**src/rtl/dsd_master_mc.sv**
```systemverilog
// Multichannel DSD serialiser: collects 16-bit payload beats into one word per channel,
// then shifts every channel out on the falling edge of the DSD bit clock.
module dsd_master_mc #(
  parameter int NCH       = 2,
  parameter int WORD_W    = 32,
  parameter int LSB_FIRST = 1
) (
  input  logic           sck_in,
  input  logic           rst_n,
  input  logic           start_n,
  input  logic           stop_n,
  input  logic           dop,
  input  logic [15:0]    in_data,
  input  logic           in_valid,
  output logic           in_ready,
  input  logic           clr_underrun,
  output logic [NCH-1:0] ch_out,
  output logic           sck_out,
  output logic           busy,
  output logic           underrun
);

  localparam int BUF_W = NCH * WORD_W;
  localparam int PW    = $clog2(BUF_W);
  localparam int CW    = $clog2(NCH);
  localparam int BW    = $clog2(WORD_W / 8);
  localparam int CNT_W = $clog2(WORD_W);
  localparam logic [WORD_W-1:0] SILENCE     = {(WORD_W / 8){8'h69}};
  localparam logic [BUF_W-1:0]  SILENCE_ALL = {NCH{SILENCE}};

  typedef enum logic [1:0] {IDLE, PRIME, XFER} state_t;

  state_t           r_state;
  logic             r_dop;
  logic             r_full;
  logic             r_underrun;
  logic [CW-1:0]    r_chIdx;
  logic [BW-1:0]    r_beatIdx;
  logic [CNT_W-1:0] r_bitCnt;
  logic [BUF_W-1:0] r_buf;
  logic [BUF_W-1:0] r_shift;

  logic [BUF_W-1:0] w_shiftNext;
  logic [PW-1:0]    w_bitPos;
  logic [7:0]       w_dopByte;
  logic             w_accept;
  logic             w_lastBeat;
  logic             w_lastCh;
  logic             w_boundary;
  logic             w_setUnder;

  assign busy     = (r_state != IDLE);
  assign in_ready = busy & ~r_full;
  assign underrun = r_underrun;
  assign sck_out  = (r_state == XFER) ? sck_in : 1'b1;

  assign w_accept   = in_valid & in_ready;
  assign w_lastBeat = (r_beatIdx == (r_dop ? BW'(WORD_W / 8 - 1) : BW'(WORD_W / 16 - 1)));
  assign w_lastCh   = (r_chIdx == CW'(NCH - 1));
  assign w_boundary = (r_bitCnt == CNT_W'(WORD_W - 1));
  assign w_setUnder = (r_state == XFER) & w_boundary & stop_n & ~r_full;
  assign w_dopByte  = r_beatIdx[0] ? in_data[7:0] : in_data[15:8];

  // Beats are stored channel-major; DoP carries one byte per beat, native a full half-word.
  always_comb begin
    w_bitPos = PW'(r_chIdx) * PW'(WORD_W) + PW'(r_beatIdx) * (r_dop ? PW'(8) : PW'(16));
  end

  for (genvar c = 0; c < NCH; c++) begin : g_ch
    if (LSB_FIRST != 0) begin : g_lsb
      assign w_shiftNext[c*WORD_W +: WORD_W] = {1'b0, r_shift[c*WORD_W+1 +: WORD_W-1]};
      assign ch_out[c] = r_shift[c*WORD_W];
    end else begin : g_msb
      assign w_shiftNext[c*WORD_W +: WORD_W] = {r_shift[c*WORD_W +: WORD_W-1], 1'b0};
      assign ch_out[c] = r_shift[c*WORD_W+WORD_W-1];
    end
  end

  always_ff @(negedge sck_in or negedge rst_n) begin
    if (!rst_n) begin
      r_state    <= IDLE;
      r_dop      <= 1'b0;
      r_full     <= 1'b0;
      r_underrun <= 1'b0;
      r_chIdx    <= '0;
      r_beatIdx  <= '0;
      r_bitCnt   <= '0;
      r_buf      <= '0;
      r_shift    <= SILENCE_ALL;
    end else begin
      if (w_setUnder) begin
        r_underrun <= 1'b1;
      end else if (clr_underrun) begin
        r_underrun <= 1'b0;
      end

      if (w_accept) begin
        if (r_dop) begin
          r_buf[w_bitPos +: 8] <= w_dopByte;
        end else begin
          r_buf[w_bitPos +: 16] <= in_data;
        end
        if (w_lastBeat) begin
          r_beatIdx <= '0;
          if (w_lastCh) begin
            r_chIdx <= '0;
            r_full  <= 1'b1;
          end else begin
            r_chIdx <= r_chIdx + CW'(1);
          end
        end else begin
          r_beatIdx <= r_beatIdx + BW'(1);
        end
      end

      case (r_state)
        IDLE: begin
          r_buf     <= '0;
          r_full    <= 1'b0;
          r_chIdx   <= '0;
          r_beatIdx <= '0;
          r_bitCnt  <= '0;
          r_shift   <= SILENCE_ALL;
          if (!start_n) begin
            r_state <= PRIME;
            r_dop   <= dop;
          end
        end
        PRIME: begin
          if (!stop_n) begin
            r_state <= IDLE;
          end else if (r_full) begin
            r_shift  <= r_buf;
            r_buf    <= '0;
            r_full   <= 1'b0;
            r_bitCnt <= '0;
            r_state  <= XFER;
          end
        end
        XFER: begin
          r_bitCnt <= r_bitCnt + CNT_W'(1);
          // Fullness is judged on the pre-edge state, so a beat landing on this edge waits a word.
          if (w_boundary) begin
            if (!stop_n) begin
              r_shift <= SILENCE_ALL;
              r_state <= IDLE;
            end else if (r_full) begin
              r_shift <= r_buf;
              r_buf   <= '0;
              r_full  <= 1'b0;
            end else begin
              r_shift <= SILENCE_ALL;
            end
          end else begin
            r_shift <= w_shiftNext;
          end
        end
        default: r_state <= IDLE;
      endcase
    end
  end

endmodule

```
**config.mk**
```make
export PLATFORM = sky130hd
export DESIGN_NAME = dsd_master_mc
export DESIGN_NICKNAME = d
export VERILOG_FILES = /design/src/rtl/dsd_master_mc.sv
export SDC_FILE = /design/constraint.sdc
export NUM_CORES = 1
export LEC_CHECK = 0
export ABC_AREA = 1
export BUFFER_PORTS_ARGS = -buffer_cell sky130_fd_sc_hd__buf_4
export CAP_MARGIN = 10
export CORE_MARGIN = 1.5
export CORE_UTILIZATION = 40
export CTS_BUF_LIST = sky130_fd_sc_hd__clkbuf_8
export CTS_CLUSTER_SIZE = 25
export DETAILED_ROUTE_END_ITERATION = 8
export SYNTH_ARGS = -nofsm -noshare
export SYNTH_HDL_FRONTEND = slang
export SYNTH_SLANG_ARGS = --single-unit
```
**constraint.sdc**
```tcl
create_clock -name sck_in -period 8.68 [get_ports sck_in]
set_clock_uncertainty 0.1 [all_clocks]
set_input_delay 0.434 -clock sck_in [delete_from_list [all_inputs] [get_ports sck_in]]
set_output_delay 0.434 -clock sck_in [all_outputs]
set_load 0.1 [all_outputs]
```
Word level (Yosys, flattened, before mapping)
Cells that the tools add are included.
- logic and storage cells: 89
- bits in latches: 0
- ROM bits: 0
- register bits after elaboration: 141
- memory bits (writable): 0
- memories: 0
- shift operators: 4
- $mul: 1
- divide/modulo/power cells: 0
- equality and inequality tests: 10
- order comparisons: 0
- multiplexer cells: 43
- bitwise gates (word level): 7
- reduce and logical (&&, ||, !) cells: 10
- add/subtract/negate cells: 5
- operator list (cell ; count):
    2-to-1 mux 64 bit ; 10
    case mux 64 bit (3 select lines) ; 2
    bitwise mux 64 bit ; 2
    variable shift 16 x 8 -> 64 bit, first input constant ; 1
    variable shift 8 x 8 -> 64 bit, first input constant ; 1
    variable part select 16 x 8 -> 64 bit ; 1
    variable part select 8 x 8 -> 64 bit ; 1
    2-to-1 mux 2 bit ; 9
    2-to-1 mux 5 bit ; 3
    case mux 5 bit (3 select lines) ; 1
    2-to-1 mux 1 bit ; 13
    inequality test 2 bit, second input constant ; 5
    2-to-1 mux 8 bit ; 1
    negation 6 -> 8 bit ; 1
    nonzero test 2 bit ; 4
    adder 6 bit ; 1
    multiplier 2 x 5 -> 6 bit ; 1
    case mux 2 bit (3 select lines) ; 1
    adder 5 x 1 -> 5 bit, second input constant ; 1
    bitwise AND 1 bit ; 5
    == test 5 bit, second input constant ; 1
    AND reduction 2 bit ; 2
    AND reduction 4 bit ; 1
    inequality test 3 bit, second input constant ; 1
    other kinds (10) ; 11

Longest topological paths before layout
Gate-level depths: netlist of run 1.
- depth in word-level cells: 12
- depth in mapped cells: 21
- gate-level depth less buffers: 17

==> flow_summary_export.csv, run 1 <==
group,metric,value,unit
floorplan,rows,55,
sta,slew_violations,0,
sta,hold-worst-slack,0.3461,ns
synth,syn-num-nets,1354,
grt,antenna_found_initial,0,
power,ir_worst_vdd,0.3858,mV
grt,grt_pass1_vias,8740,
clock_network,cts_root_buffer,"clkbuf_8",
grt,grt_pass1_wl,49520,um
worst_setup_path,cp-start-kind,"primary input",
routing,drc,0,
cells_and_area,drive_above_1_share,11.14,%
grt,grtUsageMet2,39.24,%
worst_setup_path,slowest_delay,0.98,ns
grt,met1_usage,39.35,%
cells_and_area,final_nets,1368,
grt,met3_usage,3.694,%
synth,synth.ff_latch_count,141,
floorplan,start_util,40.93,%
synth,avgSynthCellArea,7.063,um2
clock_network,cts_tree,"yes",
grt,grt_overflow,0,
synth,synth-edff-count,0,
grt,busiest_layer,"met1",
synth,synth_cell_type_count,41,
synth,yosys_warnings,0,
synth,seq_area_frac_synth,38.28,%
synth,synthArstFlopShare,100.0,%
clock_network,numCtsBuffers,17,
worst_setup_path,worstPathRequired,4.50,ns
sta,relSlewSlack,30.94,%
grt,grt.total_usage,26.50,%
floorplan,die_w,155.7,um
sta,hold_viol,0,
clock_network,h-tree-depth,4,
worst_setup_path,crit_slowest_cell,"nor2_1",
synth,synth_area_leaders,"dfrtn_1 29%, nand2_1 11%, dfstp_2 9.0%, nand3_1 7.8%, inv_1 7.6%",
placed_design,finalWeightedCongestion,0.9377,
hold_path,min-delay-path-class,"register to register",
clock_network,cts-resized-gates,0,
sta,fin_setup_tns,0,ns
routing,viasPerCell,5.617,
cells_and_area,fillers,2385,
clock_network,cts.clk_slew.worst_paths,0.06,ns
clock_network,clk_latency,0.49,ns
worst_setup_path,path_cells,"buf_4 > nand2_1 > nor2_1 > o21ai_0 > o211ai_1 > nor2_1",
placed_design,hpwlAfterDp,21490,um
synth,synth_ff_type,"dfrtn_1",
floorplan,die_area,0.02423,mm2
worst_setup_path,cp_max_fo,20,
placed_design,portBuffers,28,
floorplan,die_h,155.7,um
sta,worst_pin_slew,1.036,ns
cells_and_area,antenna_cells,0,
worst_setup_path,arrival,2.52,ns
routing,first_iter_violations,1036,
flow_run,maxCapViolations,0,
routing,dr.pass1.iters,6,
clock_network,clockBufferDepth,2,
routing,wl_per_cell,18.65,um
synth,synth_top_cell_by_area,"dfrtn_1",
worst_setup_path,r2r_slack,3.84,ns
power,power.leakage,5.081,nW
status,outcome,"finished clean",
floorplan,coreArea,0.02278,mm2
grt,grt_max_degree,105,
synth,syn_inst,1320,
synth,synth_most_common_cell,"nand2_1",
clock_network,cts_setup_buffers,0,
sta,setup_viol,0,
worst_setup_path,cp-end-kind,"register",
power,powerDensity,448.2,mW/mm2
routing,routed_wl,30950,um
routing,ant_nets,0,
worst_setup_path,crit_type,"primary input to register",
clock_network,hold_buffers,0,
floorplan,ioPinCount,29,
synth,synth.cell_area,0.009323,mm2
routing,vias,9324,
cells_and_area,area_growth,9.582,%
synth,ys_top_cells_by_count,"266 x nand2_1, 188 x inv_1, 145 x nand3_1, 120 x o21ai_0, 112 x a21oi_1",
synth,synth_top_area_share,29.26,%
sta,grt_setup_unrepaired,"false",
worst_setup_path,cpMostUsedCell,"nor2_1",
state kept, by name, summed over array words and instances (netlist names), 2 cells and up:
name,count
r_beatIdx,2
r_bitCnt,5
r_buf,64
r_shift,64
r_state,2
area by class of cell:
class	count	area (um2)	area share [%]
Clock inverter	48	315.3	3.086
Tap cell	313	391.6	3.833
Sequential cell	141	3568	34.93
Inverter	203	762.0	7.459
Timing Repair Buffer	39	296.5	2.903
Multi-Input combinational cell	898	4641	45.43
Clock buffer	18	241.5	2.364
critical path, delay by kind of cell:
family / cells / cell delay, ns
AOI/OAI and AO/OA: 2 / 0.47
buffers and inverters: 1 / 0.08
and+or+nand+nor: 3 / 1.53
cell families (layout without fill, tap and decap cells):
| logic type | after synthesis | count (layout) | synth area share [%] |
|---|---|---|---|
| buf+inv | 281 | 308 | 12.00 |
| simple gates | 516 | 516 | 24.53 |
| xor+xnor | 1 | 1 | 0.09396 |
| fa+ha+maj | 11 | 11 | 1.476 |
| flops | 141 | 141 | 38.28 |
| compound gates | 370 | 370 | 23.62 |
metrics by stage:
stage | worst slack (ns) | util [%] | instance area, um2 | power, mW | std cells
after floorplan | 1.821 | - | 9323 | 3.171 | 1320
after global placement | 1.739 | 42.46 | 9671 | 3.870 | 1596
after detailed placement | 1.635 | 42.46 | 9671 | 3.891 | 1596
after CTS | 1.994 | 44.85 | 10220 | 4.535 | 1660
after global routing | 1.811 | 44.85 | 10220 | 4.941 | 1660
final | 1.974 | 44.85 | 10220 | 4.579 | 1660
placed cells by master, fill, tap and decap left out, types with 2 or more instances in the layout:
cell,instances
a21oi_1,112
nand3_1,145
clkinv_1,4
o21ai_1,9
inv_1,219
inv_6,4
a22o_1,21
nor2_1,61
o21ai_0,120
bufinv_16,3
o22ai_1,36
inv_2,13
nand2_4,2
dfstp_2,32
nor2_2,7
nand2_1,265
o221ai_1,21
dfrtn_1,109
o22a_1,2
o211a_1,4
a22oi_1,24
ha_1,11
nand3_2,2
inv_8,3
buf_4,39
nand4_1,2
o211ai_1,11
nand2_2,12
nor2_4,6
nor3_1,10
clkbuf_8,17
clkinvlp_2,2
a221oi_1,6
path summary, 6_finish.rpt:
path                                    startpoint                 endpoint  depth (start not counted)
max                                       in_valid      r_buf[44]$_DFF_NN0_                          6
min                        r_bitCnt[0]$_DFFE_NN0P_  r_bitCnt[0]$_DFFE_NN0P_                          1
max reg2reg                      r_dop$_DFFE_NN0P_       r_buf[0]$_DFF_NN0_                         14
min reg2reg                r_bitCnt[0]$_DFFE_NN0P_  r_bitCnt[0]$_DFFE_NN0P_                          1
max in group asynchronous                    rst_n   r_shift[3]$_DFFE_NN1P_                          2
min in group asynchronous                    rst_n  r_bitCnt[1]$_DFFE_NN0P_                          1
routing by layer:
layer | vias to the layer above | wire length, um | part of all wire (%)
li1 | 4455 | - | -
met1 | 4452 | 14700 | 47
met2 | 360 | 13500 | 44
met3 | 57 | 1873 | 6.1
met4 | 0 | 879 | 2.8
met5 | - | 0 | 0
report_power, final:
group          internal [mW]  total (mW)  switching, mW
Clock                  0.316       0.685          0.369
Combinational          0.754        2.71           1.95
Sequential             0.987        1.19          0.199
Total                   2.06        4.58           2.52
Note: power is estimated with default switching activity, not from simulation.
==> inputs of run 2 (changes only) <==
- clock period: 8.68 -> 5.38 ns (I/O delays scaled with it)
==> flow_summary_export.csv, run 2 (synthesis gave the netlist of run 1 again) <==
group,metric,value,unit
sta,setup_viol,0,
power,pwr-share-seq,26.5,%
cells_and_area,drive_above_1_share,11.78,%
cells_and_area,fillers,2376,
clock_network,cts.clk_slew.worst_paths,0.06,ns
clock_network,numCtsBuffers,17,
power,power_switching,4.061,mW
worst_setup_path,crit_type,"register to primary output",
power,power.share.switching,55.69,%
grt,grt.total_usage,26.51,%
placed_design,finalWeightedCongestion,0.9548,
power,power.leakage,5.106,nW
worst_setup_path,cp-startpoint,"r_state[0]$_DFFE_NN0P_",
power,powerDensity,710.6,mW/mm2
placed_design,placed_cell_area,0.009778,mm2
hold_path,min-delay-path-class,"register to register",
power,p_comb_share,60.6,%
placed_design,hpwlAfterDp,22300,um
flow_run,maxCapViolations,0,
floorplan,die_area,0.02423,mm2
grt,antenna_found_initial,0,
cells_and_area,instances_no_fill,1671,
placed_design,place_inst,1607,
cells_and_area,register_area,0.003568,mm2
clock_network,clockBufferDepth,2,
sta,grt_setup_unrepaired,"false",
cells_and_area,final_nets,1379,
power,p_total,7.292,mW
clock_network,h-tree-depth,4,
worst_setup_path,worstPathRequired,5.01,ns
floorplan,start_util,40.93,%
clock_network,cts-resized-gates,0,
power,ir_worst_vdd,0.7574,mV
routing,first_iter_violations,949,
cells_and_area,area_growth,10.07,%
sta,fin_setup_tns,0,ns
worst_setup_path,path_cells,"inv_1 > ha_1 > nor2_1 > buf_4",
status,outcome,"finished clean",
routing,drc,0,
grt,grt_pass1_wl,49500,um
worst_setup_path,r2r-start,"r_dop$_DFFE_NN0P_",
routing,wl_per_cell,18.64,um
floorplan,die_h,155.7,um
sta,hold_viol,0,
grt,grt_max_degree,77,
sta,slew_violations,0,
grt,grt_pass1_vias,8715,
grt,grt_overflow,0,
routing,routed_wl,31150,um
floorplan,ioPinCount,29,
floorplan,die_w,155.7,um
cells_and_area,antenna_cells,0,
routing,vias,9348,
power,power.share.clock,13.0,%
cells_and_area,multi_input_area,0.004641,mm2
clock_network,hold_buffers,0,
cells_and_area,final_cell_mix,"265 x nand2_1, 219 x inv_1, 145 x nand3_1",
worst_setup_path,cp-end-kind,"primary output",
clock_network,cts_root_buffer,"clkbuf_8",
cells_and_area,fin_area,0.01026,mm2
placed_design,portBuffers,28,
clock_network,cts_setup_buffers,0,
worst_setup_path,arrival,4.35,ns
routing,dr.pass1.iters,8,
worst_setup_path,slowest_delay,0.44,ns
cells_and_area,final_common_cell,"nand2_1",
hold_path,hp-start,"r_bitCnt[0]$_DFFE_NN0P_",
floorplan,coreArea,0.02278,mm2
floorplan,rows,55,
worst_setup_path,cp_max_fo,3,
sta,worst_pin_slew,0.8239,ns
cells_and_area,reg.largest.list,"r_buf x64, r_shift x64, r_bitCnt x5",
sta,relSlewSlack,44.94,%
worst_setup_path,cp_top_family,"flip-flops",
sta,hold-worst-slack,0.3475,ns
clock_network,cts_tree,"yes",
routing,ant_nets,0,
worst_setup_path,cp_num_buf_inv,2,
clock_network,clk_latency,0.47,ns
routing,viasPerCell,5.594,
power,p_int,3.231,mW
worst_setup_path,cp-start-kind,"register",
worst_setup_path,crit_slowest_cell,"dfrtn_1",
## run 2: area by class of cell
cell class                 instances  area share, %
inverter                         203          7.426
multi-input combinational        898          45.23
clock buffer                      18          2.353
clock inverter                    48          2.463
tap                              313          3.817
timing repair buffer              50          3.939
sequential                       141          34.78
## run 2: worst register-to-register path, cell delays in order, from the launching register on
cell and delay (ns):
dfrtn_1 0.61, inv_2 0.33, ha_1 0.33, inv_1 0.08, nand2_1 0.05, nand2_1 0.09, nand2_1 0.07, nand2_2 0.17
ha_1 0.36, inv_1 0.16, nor3_1 0.53, nand3_1 0.65, o21ai_0 0.42, a21oi_1 0.07
## run 2: path summary, 6_finish.rpt
| check | to | slack [ns] | depth (start not counted) |
|---|---|---|---|
| min in group asynchronous | r_bitCnt[3]$_DFFE_NN0P_ | 2.31 | 1 |
| min | r_bitCnt[0]$_DFFE_NN0P_ | 0.35 | 1 |
| min reg2reg | r_bitCnt[0]$_DFFE_NN0P_ | 0.35 | 1 |
| max reg2reg | r_buf[0]$_DFF_NN0_ | 1.19 | 13 |
| max | in_ready | 0.66 | 4 |
| max in group asynchronous | r_shift[11]$_DFFE_NN1P_ | 2.02 | 2 |
## run 2: power by group through the flow
stage               logic, mW  clock network, mW  registers (mW)
floorplan                3.26             0.0705            1.79
global placement         4.32             0.0764            1.93
detailed placement       4.35             0.0764            1.93
CTS                      4.36              0.966            1.92
global route             4.87               1.03            1.98
finish                   4.42              0.947            1.93
## run 2: layer usage
metal	GRT usage [%]	up-vias	share of wire (%)
met1	38.57	4474	46
met2	39.63	349	44
met5	0	-	0
met3	4.306	50	7.3
met4	9.524	0	2.5
li1	-	4475	-
## run 2: per-stage QoR
stage / utilization [%] / setup slack [ns]
final: 45.05 / 0.6578
after CTS: 45.05 / 0.6457
after floorplan: - / 0.3365
after global placement: 42.93 / 0.7349
after global routing: 45.05 / 0.5683
after detailed placement: 42.93 / 0.6922
